### src/rtl/mem_arbiter.sv
// mem_arbiter: two-port round-robin arbiter in front of a single-port 32-bit
// word memory whose read data is registered (mem_RD valid one cycle after
// mem_A).
//
// Ports
//   clk, rst_n                 clock, asynchronous active-low reset
//   rN_req/we/be/addr/wdata    requester N (N=0,1) request inputs
//   rN_gnt, rN_err             accept pulse, with reject flag
//   rN_rvalid, rN_rdata        read-return pulse and data
//   mem_A, mem_WD, mem_MemWrite, mem_RD   memory side
//   dbg_state                  current FSM state (IDLE=0, RD_WAIT=1, RMW_MERGE=2)
//
// Handshake: a requester raises rN_req with stable we/be/addr/wdata and holds
// them until rN_gnt. The arbiter samples the inputs in the cycle rN_gnt is
// high; from the next cycle on the requester is free to change them. Reads
// return exactly one cycle after the grant as a one-cycle rN_rvalid pulse.
module mem_arbiter #(
  parameter int MEM_WORDS = 1024
) (
  input  logic        clk,
  input  logic        rst_n,
  input  logic        r0_req,
  input  logic        r0_we,
  input  logic [3:0]  r0_be,
  input  logic [31:0] r0_addr,
  input  logic [31:0] r0_wdata,
  output logic        r0_gnt,
  output logic        r0_err,
  output logic        r0_rvalid,
  output logic [31:0] r0_rdata,
  input  logic        r1_req,
  input  logic        r1_we,
  input  logic [3:0]  r1_be,
  input  logic [31:0] r1_addr,
  input  logic [31:0] r1_wdata,
  output logic        r1_gnt,
  output logic        r1_err,
  output logic        r1_rvalid,
  output logic [31:0] r1_rdata,
  output logic [31:0] mem_A,
  output logic [31:0] mem_WD,
  output logic        mem_MemWrite,
  input  logic [31:0] mem_RD,
  output logic [1:0]  dbg_state
);

  localparam logic [1:0] S_IDLE      = 2'd0;
  localparam logic [1:0] S_RD_WAIT   = 2'd1;
  localparam logic [1:0] S_RMW_MERGE = 2'd2;

  localparam logic [31:0] MEM_WORDS_W = 32'(MEM_WORDS);

  logic [1:0]  state_q, state_d;
  logic        last_q, last_d;     // port granted most recently
  logic        port_q, port_d;     // port owning the access in flight
  logic [29:0] idx_q, idx_d;
  logic [31:0] wdata_q, wdata_d;
  logic [3:0]  be_q, be_d;
  logic        err_q, err_d;       // in-flight read was rejected: return zero

  // Selected request in IDLE
  logic        sel_valid, sel;
  logic        sel_we;
  logic [3:0]  sel_be;
  logic [31:0] sel_addr, sel_wdata;
  logic        addr_err;

  // Unqualified outputs, gated by rst_n below
  logic [1:0]  gnt_v;
  logic        err_v, rvalid_v, mw_v;
  logic [31:0] rdata_v, mem_a_v, wd_v;

  always_comb begin
    sel_valid = r0_req | r1_req;
    // On a tie the port not granted last wins; otherwise the lone requester.
    sel       = (r0_req & r1_req) ? ~last_q : r1_req;
    sel_we    = sel ? r1_we    : r0_we;
    sel_be    = sel ? r1_be    : r0_be;
    sel_addr  = sel ? r1_addr  : r0_addr;
    sel_wdata = sel ? r1_wdata : r0_wdata;
    addr_err  = (sel_addr[1:0] != 2'b00) || ({2'b00, sel_addr[31:2]} >= MEM_WORDS_W);
  end

  always_comb begin
    state_d  = state_q;
    last_d   = last_q;
    port_d   = port_q;
    idx_d    = idx_q;
    wdata_d  = wdata_q;
    be_d     = be_q;
    err_d    = err_q;
    gnt_v    = 2'b00;
    err_v    = 1'b0;
    rvalid_v = 1'b0;
    rdata_v  = 32'h0;
    mem_a_v  = 32'h0;
    wd_v     = 32'h0;
    mw_v     = 1'b0;
    case (state_q)
      S_IDLE: begin
        if (sel_valid) begin
          gnt_v[sel] = 1'b1;
          err_v      = addr_err;
          last_d     = sel;
          port_d     = sel;
          idx_d      = sel_addr[31:2];
          wdata_d    = sel_wdata;
          be_d       = sel_be;
          err_d      = addr_err;
          if (addr_err) begin
            // Rejected reads still owe a (zero) read return next cycle.
            if (!sel_we) state_d = S_RD_WAIT;
          end else begin
            mem_a_v = {2'b00, sel_addr[31:2]};
            if (!sel_we) begin
              state_d = S_RD_WAIT;
            end else if (sel_be == 4'hF) begin
              mw_v = 1'b1;
              wd_v = sel_wdata;
            end else if (sel_be != 4'h0) begin
              // Read the old word now, merge and write it next cycle.
              state_d = S_RMW_MERGE;
            end
          end
        end
      end
      S_RD_WAIT: begin
        rvalid_v = 1'b1;
        rdata_v  = err_q ? 32'h0 : mem_RD;
        mem_a_v  = err_q ? 32'h0 : {2'b00, idx_q};
        state_d  = S_IDLE;
      end
      S_RMW_MERGE: begin
        mem_a_v = {2'b00, idx_q};
        mw_v    = 1'b1;
        for (int i = 0; i < 4; i++) begin
          wd_v[8*i +: 8] = be_q[i] ? wdata_q[8*i +: 8] : mem_RD[8*i +: 8];
        end
        state_d = S_IDLE;
      end
      default: state_d = S_IDLE;
    endcase
  end

  always_ff @(posedge clk or negedge rst_n) begin
    if (!rst_n) begin
      state_q <= S_IDLE;
      last_q  <= 1'b1;
      port_q  <= 1'b0;
      idx_q   <= 30'h0;
      wdata_q <= 32'h0;
      be_q    <= 4'h0;
      err_q   <= 1'b0;
    end else begin
      state_q <= state_d;
      last_q  <= last_d;
      port_q  <= port_d;
      idx_q   <= idx_d;
      wdata_q <= wdata_d;
      be_q    <= be_d;
      err_q   <= err_d;
    end
  end

  // Outputs are combinational from state and inputs, so they are forced low
  // directly by rst_n to take effect without waiting for a clock edge.
  assign r0_gnt       = rst_n & gnt_v[0];
  assign r1_gnt       = rst_n & gnt_v[1];
  assign r0_err       = rst_n & gnt_v[0] & err_v;
  assign r1_err       = rst_n & gnt_v[1] & err_v;
  assign r0_rvalid    = rst_n & rvalid_v & ~port_q;
  assign r1_rvalid    = rst_n & rvalid_v & port_q;
  assign r0_rdata     = r0_rvalid ? rdata_v : 32'h0;
  assign r1_rdata     = r1_rvalid ? rdata_v : 32'h0;
  assign mem_A        = rst_n ? mem_a_v : 32'h0;
  assign mem_WD       = rst_n ? wd_v : 32'h0;
  assign mem_MemWrite = rst_n & mw_v;
  assign dbg_state    = state_q;

endmodule

### config.mk
export PLATFORM = sky130hd
export DESIGN_NAME = mem_arbiter
export DESIGN_NICKNAME = d
export VERILOG_FILES = /design/src/rtl/mem_arbiter.sv
export SDC_FILE = /design/constraint.sdc
export NUM_CORES = 1
export LEC_CHECK = 0
export ABC_AREA = 0
export CORE_AREA = 2 2 122 124
export DETAILED_ROUTE_END_ITERATION = 10
export DIE_AREA = 0 0 124 126
export DONT_BUFFER_PORTS = 1
export PLACE_DENSITY_LB_ADDON = 0.15
export SKIP_CTS_REPAIR_TIMING = 1
export SLEW_MARGIN = 5
export SYNTH_ARGS = -nofsm -noshare
export SYNTH_HDL_FRONTEND = slang
export SYNTH_SLANG_ARGS = --single-unit
### constraint.sdc
create_clock -name clk -period 1.8 [get_ports clk]
set_clock_uncertainty 0.1 [all_clocks]
set_input_delay 0.18 -clock clk [delete_from_list [all_inputs] [get_ports clk]]
set_output_delay 0.18 -clock clk [all_outputs]
set_load 0.1 [all_outputs]
==> run_results.csv <==
group,metric,value,unit
run_status,outcome,"finished, violations left",
run_status,violations,"negative hold slack, negative setup slack",
cells_and_area,final_cell_mix,"nand2_1, buf_12, dlygate4sd3_1",
floorplan,dieWidth,124,µm
cells_and_area,fin_area,11100,µm²
sta,max_freq,0.387,GHz
cts,clkSinkCount,71,
synth,syn_area,5270,µm²
cts,htree_levels,3,
sta,whs,-0.570,ns
cts,numCtsBuffers,9,
synth,yosys-top-cells-area,"dfrtp_1, and2_1, nand2_1, mux2i_1, o31ai_2",
critical_path,worst_r2r_path_depth,9,
cells_and_area,regArea,1790,µm²
place,place_inst,901,
detailed_routing,via_per_inst,5.66,
synth,syn_inst,611,
place,portBuffers,0,
floorplan,die-area,15600,µm²
global_route,grt_usage,0.228,
sta,layout_setup_ws,-0.782,ns
detailed_routing,drc,0,
floorplan,initial_core_util,0.368,
detailed_routing,drt-total-wl,24500,µm
cells_and_area,nFillCells,847,
floorplan,io_pins,311,
sta,fin_crit,2.58,ns
synth,synth_cell_types,50,
synth,synth_seq_area_share,0.337,
critical_path,startpoint_type,"register",
cells_and_area,mostFrequentLayoutCell,"nand2_1",
detailed_routing,drtIter0Drc,323,
cells_and_area,n_antenna_cell,0,
cells_and_area,multi_input_area,4480,µm²
global_route,grt_pass1_vias,5156,
cells_and_area,area_growth,110,%
cts,clk_pin_slew_worst_paths,0.06,ns
worst_hold_path,hold_path_class,"in2async",
job,maxCapViolations,0,
sta,setup_violations,147,
synth,yosys_most_used_dff,"dfrtp_1",
critical_path,rr_startpoint,"last_q",
cells_and_area,final_nets,1048,
synth,postSynthAreaPerCell,8.62,µm²
power_and_ir_drop,p_per_area,567,nW/µm²
place,place_area,8390,µm²
critical_path,startpoint,"last_q",
global_route,grt_max_degree,78,
cts,cts_tree,"yes",
sta,finalHoldViolations,74,
detailed_routing,wl_per_cell,23.1,µm
place,gp_congestion,0.908,
global_route,antenna_found_initial,0,
detailed_routing,dr.pass1.iters,6,
synth,synth_top_area_frac,0.332,
detailed_routing,dr_total_vias,6020,
sta,post-route-period-util,1.43,
floorplan,core-area,14300,µm²
place,pre_cts_ws,-0.655,ns
power_and_ir_drop,power.leakage,4.35,nW
synth,ys_ff_latch,71,
global_route,grt_pass1_wl,27400,µm
cts,clock_latency,0.34,ns
cts,cts-root-buf,"clkbuf_16",
detailed_routing,drtAntennaViolNets,0,
synth,async_flop_share,1.00,
cells_and_area,final_util,0.774,
synth,yosysWarnings,0,
power_and_ir_drop,vdd_drop_max,0.425,mV
critical_path,rrSetupSlack,-0.25,ns
sta,drv_slew,0,
cells_and_area,drive_gt1_frac,0.512,
cells_and_area,final_cells,1063,
sta,rsz0062_at_grt,"yes",
critical_path,endpoint_kind,"primary output",
cts,clock_path_buffers,2,
critical_path,worst_ep_arrival_time,2.30,ns
synth,yosysTopAreaCell,"dfrtp_1",
critical_path,worstReg2RegEnd,"dbg_state[1]",
floorplan,die_h,126,µm
synth,synth-edff-count,0,
floorplan,fp-row-count,44,
critical_path,worstPathMaxFanout,16,
critical_path,required,1.52,ns
critical_path,worst-setup-path-type,"reg2out",
place,hpwl,14400,µm
global_route,grt_overflow,0,
## registers in the layout, summed over array words and instances (netlist names)
register   flops
idx_q         30
err_q          1
be_q           4
last_q         1
port_q         1
wdata_q       32
dbg_state      2
## area by class of cell
cell class              count  share of cell area
multi-input cells         488               0.404
repair buffers            302               0.383
flip-flops and latches     71               0.161
clock buffers              13              0.0235
well taps                 184              0.0208
clock inverters             3             0.00588
inverters                   2             0.00113
## worst max-delay path: stages (launching register included)
cell	delay (ns)
dfstp_2	0.56
buf_6	0.11
nand2b_4	0.11
nand4b_1	0.15
o22a_4	0.31
buf_12	0.21
o31ai_4	0.27
buf_12	0.22
## logic make-up (layout without fill, tap and decap cells)
group,Yosys count,in the layout,share of synthesized area
AO/OA/AOI/OAI,129,129,0.193
other,1,2,0.000712
multiplexers,72,72,0.144
AND/OR/NAND/NOR,284,285,0.264
buffers and inverters,54,320,0.0615
flip-flops,71,71,0.337
## how the worst max path moves through the flow
stage,to,cells past startpoint
2_1_floorplan,mem_A[2],5
3_3_place_gp,r1_err,5
3_5_place_dp,r1_err,5
4_1_cts,r1_err,5
5_1_grt,mem_WD[9],7
6_report,mem_WD[13],7
## layer usage
metal	track usage	vias up	wire length, µm
met5	0	-	0
met4	0.0912	0	859
met3	0.0489	72	1760
met2	0.401	350	13100
met1	0.267	2919	8860
li1	-	2679	-
## power breakdown
| part | total, mW | internal, mW | switching [mW] |
|---|---|---|---|
| combinational | 2.10 | 1.09 | 1.00 |
| clock | 1.99 | 1.29 | 0.700 |
| sequential | 2.19 | 1.94 | 0.258 |
| total | 6.28 | 4.32 | 1.96 |
## per-stage QoR
stage,total power [mW],setup TNS (ns)
after detailed placement,3.56,-33.15
final,6.28,-74.09
after global placement,3.49,-28.25
after global routing,6.55,-84.60
after floorplan,3.16,-50.32
after CTS,5.55,-81.72
## cell usage after synthesis, types with 2 or more instances
master and number:
a32o_1 3, o21a_1 4, a31o_1 3, and2_1 85, nor2b_1 4, buf_4 3
inv_1 2, buf_2 6, mux2i_1 42, and3_1 2, nor2_1 31, o31ai_2 29
o21ai_0 41, a21o_1 3, buf_6 11, o21ai_1 3, nor4_1 9, clkbuf_1 28
nand2_1 135, a31oi_1 24, o31ai_1 10, nand4_1 6, dfrtp_1 70, buf_1 2
mux2_2 30
Note: power is estimated with default switching activity, not from simulation.
